### src/rtl/div_issue_collect.sv
// Valid/ready wrapper around the fixed-latency FP32 divider: credit-gated issue,
// a tag/flag delay line that tracks in-flight ops, and an FWFT result FIFO.
module div_issue_collect #(
  parameter int DIV_LATENCY = 36,
  parameter int TAG_W       = 8,
  parameter int FIFO_DEPTH  = 64
) (
  input  logic             clk,
  input  logic             rst,
  input  logic             in_valid,
  output logic             in_ready,
  input  logic [31:0]      in_a,
  input  logic [31:0]      in_b,
  input  logic [TAG_W-1:0] in_tag,
  output logic [31:0]      div_a,
  output logic [31:0]      div_b,
  input  logic [31:0]      div_y,
  output logic             out_valid,
  input  logic             out_ready,
  output logic [31:0]      out_y,
  output logic [TAG_W-1:0] out_tag,
  output logic             out_dz
);

  localparam int CNT_W = $clog2(FIFO_DEPTH + 1);
  localparam int PTR_W = (FIFO_DEPTH > 1) ? $clog2(FIFO_DEPTH) : 1;
  localparam int ENT_W = 32 + TAG_W + 1;
  localparam logic [CNT_W-1:0] DEPTH_C = CNT_W'(FIFO_DEPTH);

  logic [CNT_W-1:0] outstanding;
  logic [CNT_W-1:0] count;
  logic [PTR_W-1:0] wr_ptr;
  logic [PTR_W-1:0] rd_ptr;
  logic             accept;
  logic             push;
  logic             pop;
  logic [31:0]      push_y;

  // Delay line: stage DIV_LATENCY lines up with the quotient on div_y.
  logic [DIV_LATENCY:0] dl_valid;
  logic [DIV_LATENCY:0] dl_dz;
  logic [DIV_LATENCY:0] dl_sx;
  logic [DIV_LATENCY:0] dl_az;
  logic [TAG_W-1:0]     dl_tag [DIV_LATENCY+1];

  logic [ENT_W-1:0] mem [FIFO_DEPTH];

  // Credits depend on registers only, so in_ready has no combinational input path.
  assign in_ready  = (outstanding < DEPTH_C);
  assign accept    = in_valid && in_ready;
  assign out_valid = (count != '0);
  assign pop       = out_valid && out_ready;
  assign push      = dl_valid[DIV_LATENCY];

  always_ff @(posedge clk) begin
    if (rst) begin
      div_a       <= '0;
      div_b       <= '0;
      dl_valid[0] <= 1'b0;
    end else begin
      dl_valid[0] <= accept;
      if (accept) begin
        div_a <= in_a;
        div_b <= in_b;
      end
    end
    dl_tag[0] <= in_tag;
    dl_dz[0]  <= (in_b[30:0] == 31'd0);
    dl_sx[0]  <= in_a[31] ^ in_b[31];
    dl_az[0]  <= (in_a[30:0] == 31'd0);
  end

  always_ff @(posedge clk) begin
    for (int i = 1; i <= DIV_LATENCY; i++) begin
      dl_tag[i] <= dl_tag[i-1];
      dl_dz[i]  <= dl_dz[i-1];
      dl_sx[i]  <= dl_sx[i-1];
      dl_az[i]  <= dl_az[i-1];
    end
    if (rst) begin
      dl_valid[DIV_LATENCY:1] <= '0;
    end else begin
      dl_valid[DIV_LATENCY:1] <= dl_valid[DIV_LATENCY-1:0];
    end
  end

  // Zero divisors bypass whatever the divider produced.
  always_comb begin
    push_y = div_y;
    if (dl_dz[DIV_LATENCY]) begin
      push_y = dl_az[DIV_LATENCY] ? 32'h7FC0_0000 : {dl_sx[DIV_LATENCY], 8'hFF, 23'd0};
    end
  end

  always_ff @(posedge clk) begin
    if (push) begin
      mem[wr_ptr] <= {push_y, dl_tag[DIV_LATENCY], dl_dz[DIV_LATENCY]};
    end
  end

  assign {out_y, out_tag, out_dz} = mem[rd_ptr];

  always_ff @(posedge clk) begin
    if (rst) begin
      wr_ptr      <= '0;
      rd_ptr      <= '0;
      count       <= '0;
      outstanding <= '0;
    end else begin
      if (push) wr_ptr <= wr_ptr + PTR_W'(1);
      if (pop)  rd_ptr <= rd_ptr + PTR_W'(1);
      case ({push, pop})
        2'b10:   count <= count + CNT_W'(1);
        2'b01:   count <= count - CNT_W'(1);
        default: count <= count;
      endcase
      case ({accept, pop})
        2'b10:   outstanding <= outstanding + CNT_W'(1);
        2'b01:   outstanding <= outstanding - CNT_W'(1);
        default: outstanding <= outstanding;
      endcase
    end
  end

endmodule
### config.mk
export PLATFORM = sky130hd
export DESIGN_NAME = div_issue_collect
export DESIGN_NICKNAME = d
export VERILOG_FILES = /design/src/rtl/div_issue_collect.sv
export SDC_FILE = /design/constraint.sdc
export NUM_CORES = 2
export LEC_CHECK = 0
export CAP_MARGIN = 20
export CORE_MARGIN = 2
export CORE_UTILIZATION = 55
export CTS_CLUSTER_SIZE = 40
export DETAILED_ROUTE_END_ITERATION = 10
export DONT_BUFFER_PORTS = 1
export GPL_ROUTABILITY_DRIVEN = 0
export PLACE_DENSITY_LB_ADDON = 0.15
export RECOVER_POWER = 25
export SKIP_CTS_REPAIR_TIMING = 1
export SYNTH_ARGS = -nofsm -noshare
export SYNTH_HDL_FRONTEND = slang
export SYNTH_SLANG_ARGS = --single-unit
### constraint.sdc
create_clock -name clk -period 8.3 [get_ports clk]
set_clock_uncertainty 0.15 [all_clocks]
set_input_delay 0.415 -clock clk [delete_from_list [all_inputs] [get_ports clk]]
set_output_delay 0.415 -clock clk [all_outputs]
set_load 0.01 [all_outputs]
==> results.rst <==
.. list-table::
   :header-rows: 1

   * - Metric
     - Value
   * - Cell count after placement
     - 7853
   * - Initial Utilization
     - 55.26%
   * - Number of synthesis warnings
     - 0
   * - Number of instances in the synthesized netlist
     - 5297
   * - Setup TNS after final layout
     - 0 ps
   * - Number of maximum-capacitance constraint violations
     - 19
   * - Cell internal pwr
     - 25620 uW
   * - Filler cell count
     - 13651
   * - Number of clock buffers inserted by TritonCTS
     - 328
   * - Remaining routing DRC violations
     - 0
   * - Clock network fraction of design power
     - 44.4%
   * - Tmin final
     - 5719 ps
   * - #FFs+latches synth
     - 3164
   * - Number of optimization iterations in the first detailed-route pass
     - 6
   * - Number of synthesized flops with an enable pin
     - 2624
   * - Number of DRC markers in iteration 0
     - 7762
   * - Final layout net count
     - 5792
   * - Post-layout util
     - 63.17%
   * - Non-filler cells, final
     - 8611
   * - Total of buffers placed on input and output ports
     - 0
   * - Worst hold path type
     - in2reg
   * - Clock latency at the later pin of the worst-skew pair
     - 950 ps
   * - Cell area after layout
     - 129000 um2
   * - Via density
     - 6.574
   * - Slew of the pin with the lowest slew margin
     - 6357 ps
   * - Floorplan core area
     - 204200 um2
   * - Antenna violations before repair
     - 20
   * - Final cycle utilization of the critical path
     - 68.91%
   * - Startpoint kind of the worst setup timing path
     - input port
   * - Slew HR
     - -323.8%
   * - Clock transition at path regs
     - 60 ps
   * - Peak supply drop
     - 0.0002257 V
   * - Combinational share of power
     - 1.0%
   * - Root Buffer
     - sky130_fd_sc_hd__clkbuf_16
   * - Failing checks
     - negative hold slack, max-capacitance violations, max-slew violations
   * - Maximum number of pins on one net before global-route repair
     - 136
   * - Critical path data required time
     - 8740 ps
   * - Total wire length after detailed routing
     - 304.7 mm
   * - Part of the Yosys area used for sequential elements
     - 79.42%
   * - Cell area after technology mapping
     - 112800 um2
   * - Syn Nets
     - 5413
   * - Height of the die
     - 456.9 um
   * - Portion of total power attributed to sequential cells
     - 54.6%
   * - Maximum operating frequency
     - 0.1749 GHz
   * - Proportion of layout cells with a drive suffix above 1
     - 23.34%
   * - Number of standard-cell rows in the floorplan
     - 166
   * - Total power divided by cell area
     - 246.3 nW/um2
   * - Global-route wire length before repair
     - 419.8 mm
   * - Net switching power figure
     - 6148 uW
   * - Critical Path End Type
     - flip-flop
   * - Synth Flop Type
     - sky130_fd_sc_hd__edfxtp_1
   * - RSZ-0062 raised after global routing
     - false
   * - Critical path peak fanout
     - 135
   * - Area post-placement
     - 116900 um2
   * - Clk sink count
     - 3164
   * - Total track usage
     - 28.92%
   * - Synthesized area per cell
     - 21.30 um2
   * - Hold violation count in the final report
     - 3
   * - Die Width
     - 456.9 um
   * - Data arrival time of the worst path
     - 6160 ps
   * - Top-Level Pins
     - 215
   * - Total vias in the final route
     - 56609
   * - Clock tree from TritonCTS
     - built
   * - Overflow left after global routing
     - 0
   * - Area Growth Syn to Fin
     - 14.31%
   * - Outcome
     - finished, violations left
   * - Pins over their slew limit
     - 1073
   * - Async set-reset flop share out of synthesis
     - 0%
   * - Die Area
     - 208800 um2
   * - Via count of the first global-routing pass
     - 54732
   * - H-Tree Depth
     - 5
   * - Bufs on Longest Clock Path
     - 4
   * - Switching share of power
     - 19.36%
   * - Finish-stage setup viols
     - 0
   * - Number of routed nets with antenna violations
     - 0
   * - Setup Crit Path Kind
     - in2reg
   * - Post-detail-place hpwl
     - 162.4 mm
   * - Static leakage
     - 0.04055 uW
   * - Routed length per instance
     - 35.38 um
   * - Netlist cell types
     - 61
   * - Final hold slack
     - -34.30 ps
[worst max-delay path: stages]
cell and delay [ps]:
sky130_fd_sc_hd__dlygate4sd3_1 520, sky130_fd_sc_hd__clkbuf_1 4400, sky130_fd_sc_hd__nor3_1 230, sky130_fd_sc_hd__mux2i_1 420
sky130_fd_sc_hd__o211ai_1 130
[through the flow]
step	power, uW	setup WS (ps)
detailed placement	17900	3697
global route	32590	2112
finish	31760	2581
floorplan	17790	3738
CTS	31820	2695
global placement	17870	3721
[cells in the mapped netlist (all sizes together) (46+ instances only)]
| master | instances | share of area, % |
|---|---|---|
| mux2i | 80 | 0.71 |
| edfxtp | 2624 | 70 |
| a21oi | 94 | 0.42 |
| dfxtp | 540 | 9.6 |
| a221oi | 46 | 0.36 |
| a22oi | 116 | 0.77 |
| mux4 | 631 | 13 |
| nand2 | 207 | 0.69 |
| o22ai | 74 | 0.41 |
| o221ai | 53 | 0.41 |
| clkbuf | 116 | 0.39 |
| nor2b | 102 | 0.57 |
| buf | 174 | 0.87 |
| nor2 | 115 | 0.38 |
[final timing paths]
check	slack, ps	cells past startpoint	end	from
worst max-delay path	2580	5	outstanding[6]	rst
worst max register to register	3820	2	mem[49][29]	dl_dz[36]
worst min register to register	140	0	dl_sx[22]	dl_sx[21]
worst min-delay path	-30	4	div_a[26]	in_valid
[area by class of cell]
cell class                      instances  area (um2)  share of cell area [%]
Inverter                                7       26.28                 0.02037
Timing Repair Buffer                  339        3304                   2.562
Clock buffer                          424        8990                   6.970
Clock inverter                        147        1255                  0.9730
Multi-Input combinational cell       1836       22400                   17.37
Antenna cell                            6       15.01                 0.01164
Tap cell                             2688        3363                   2.608
Sequential cell                      3164       89620                   69.49
[registers in the layout, summed over array words and instances, names as in the netlist, named ones only]
signal / cells
dl_sx: 37
rd_ptr: 6
dl_dz: 37
wr_ptr: 6
count: 7
div_a: 32
mem: 2624
dl_valid: 37
outstanding: 7
dl_az: 37
div_b: 32
dl_tag: 296
[placed cells by master, fill, tap and decap left out, types with 16 or more instances in the layout]
master	Yosys	routed
sky130_fd_sc_hd__nor2_4	0	62
sky130_fd_sc_hd__xor2_1	16	16
sky130_fd_sc_hd__nor2b_1	102	86
sky130_fd_sc_hd__clkbuf_1	116	77
sky130_fd_sc_hd__o22ai_1	74	74
sky130_fd_sc_hd__clkinv_1	1	49
sky130_fd_sc_hd__a221oi_1	46	46
sky130_fd_sc_hd__a22oi_1	116	116
sky130_fd_sc_hd__clkinv_2	0	53
sky130_fd_sc_hd__clkbuf_8	0	23
sky130_fd_sc_hd__bufinv_16	0	20
sky130_fd_sc_hd__dlygate4sd3_1	0	160
sky130_fd_sc_hd__mux2i_1	80	80
sky130_fd_sc_hd__mux4_2	631	631
sky130_fd_sc_hd__nand3_1	42	42
sky130_fd_sc_hd__nor2_1	115	53
sky130_fd_sc_hd__edfxtp_1	2624	2624
sky130_fd_sc_hd__a21oi_1	94	94
sky130_fd_sc_hd__buf_4	34	137
sky130_fd_sc_hd__and3_1	38	38
sky130_fd_sc_hd__buf_12	0	23
sky130_fd_sc_hd__dfxtp_1	540	535
sky130_fd_sc_hd__o21ai_0	17	16
sky130_fd_sc_hd__o221ai_1	53	53
sky130_fd_sc_hd__clkbuf_16	0	337
sky130_fd_sc_hd__a211oi_1	42	42
sky130_fd_sc_hd__nand2_1	207	204
[power groups by stage]
| stage | combinational, uW | clock (uW) | sequential (uW) |
|---|---|---|---|
| floorplan | 123 | 0 | 17700 |
| global placement | 198 | 0 | 17700 |
| detailed placement | 221 | 0 | 17700 |
| CTS | 219 | 14300 | 17300 |
| global route | 352 | 14900 | 17300 |
| finish | 328 | 14100 | 17300 |
[kinds of logic (layout without fill, tap and decap cells)]
logic type | Yosys count | count (layout) | share of synthesized area [%]
DFF | 3164 | 3164 | 79.42
muxes | 722 | 722 | 13.42
and+or+nand+nor | 599 | 599 | 2.585
AOI/OAI and AO/OA | 488 | 488 | 3.060
buffers and inverters | 297 | 917 | 1.283
xor gates and xnor gates | 19 | 19 | 0.1475
adders and majority gates | 8 | 8 | 0.08872
other | 0 | 6 | 0
[layer usage]
metal / global-route usage [%] / share of wire [%]
met5: 0 / 0
met4: 11.53 / 4.3
met3: 5.995 / 11
met2: 44.95 / 47
met1: 40.64 / 38
(Power assumes the default switching activity.)
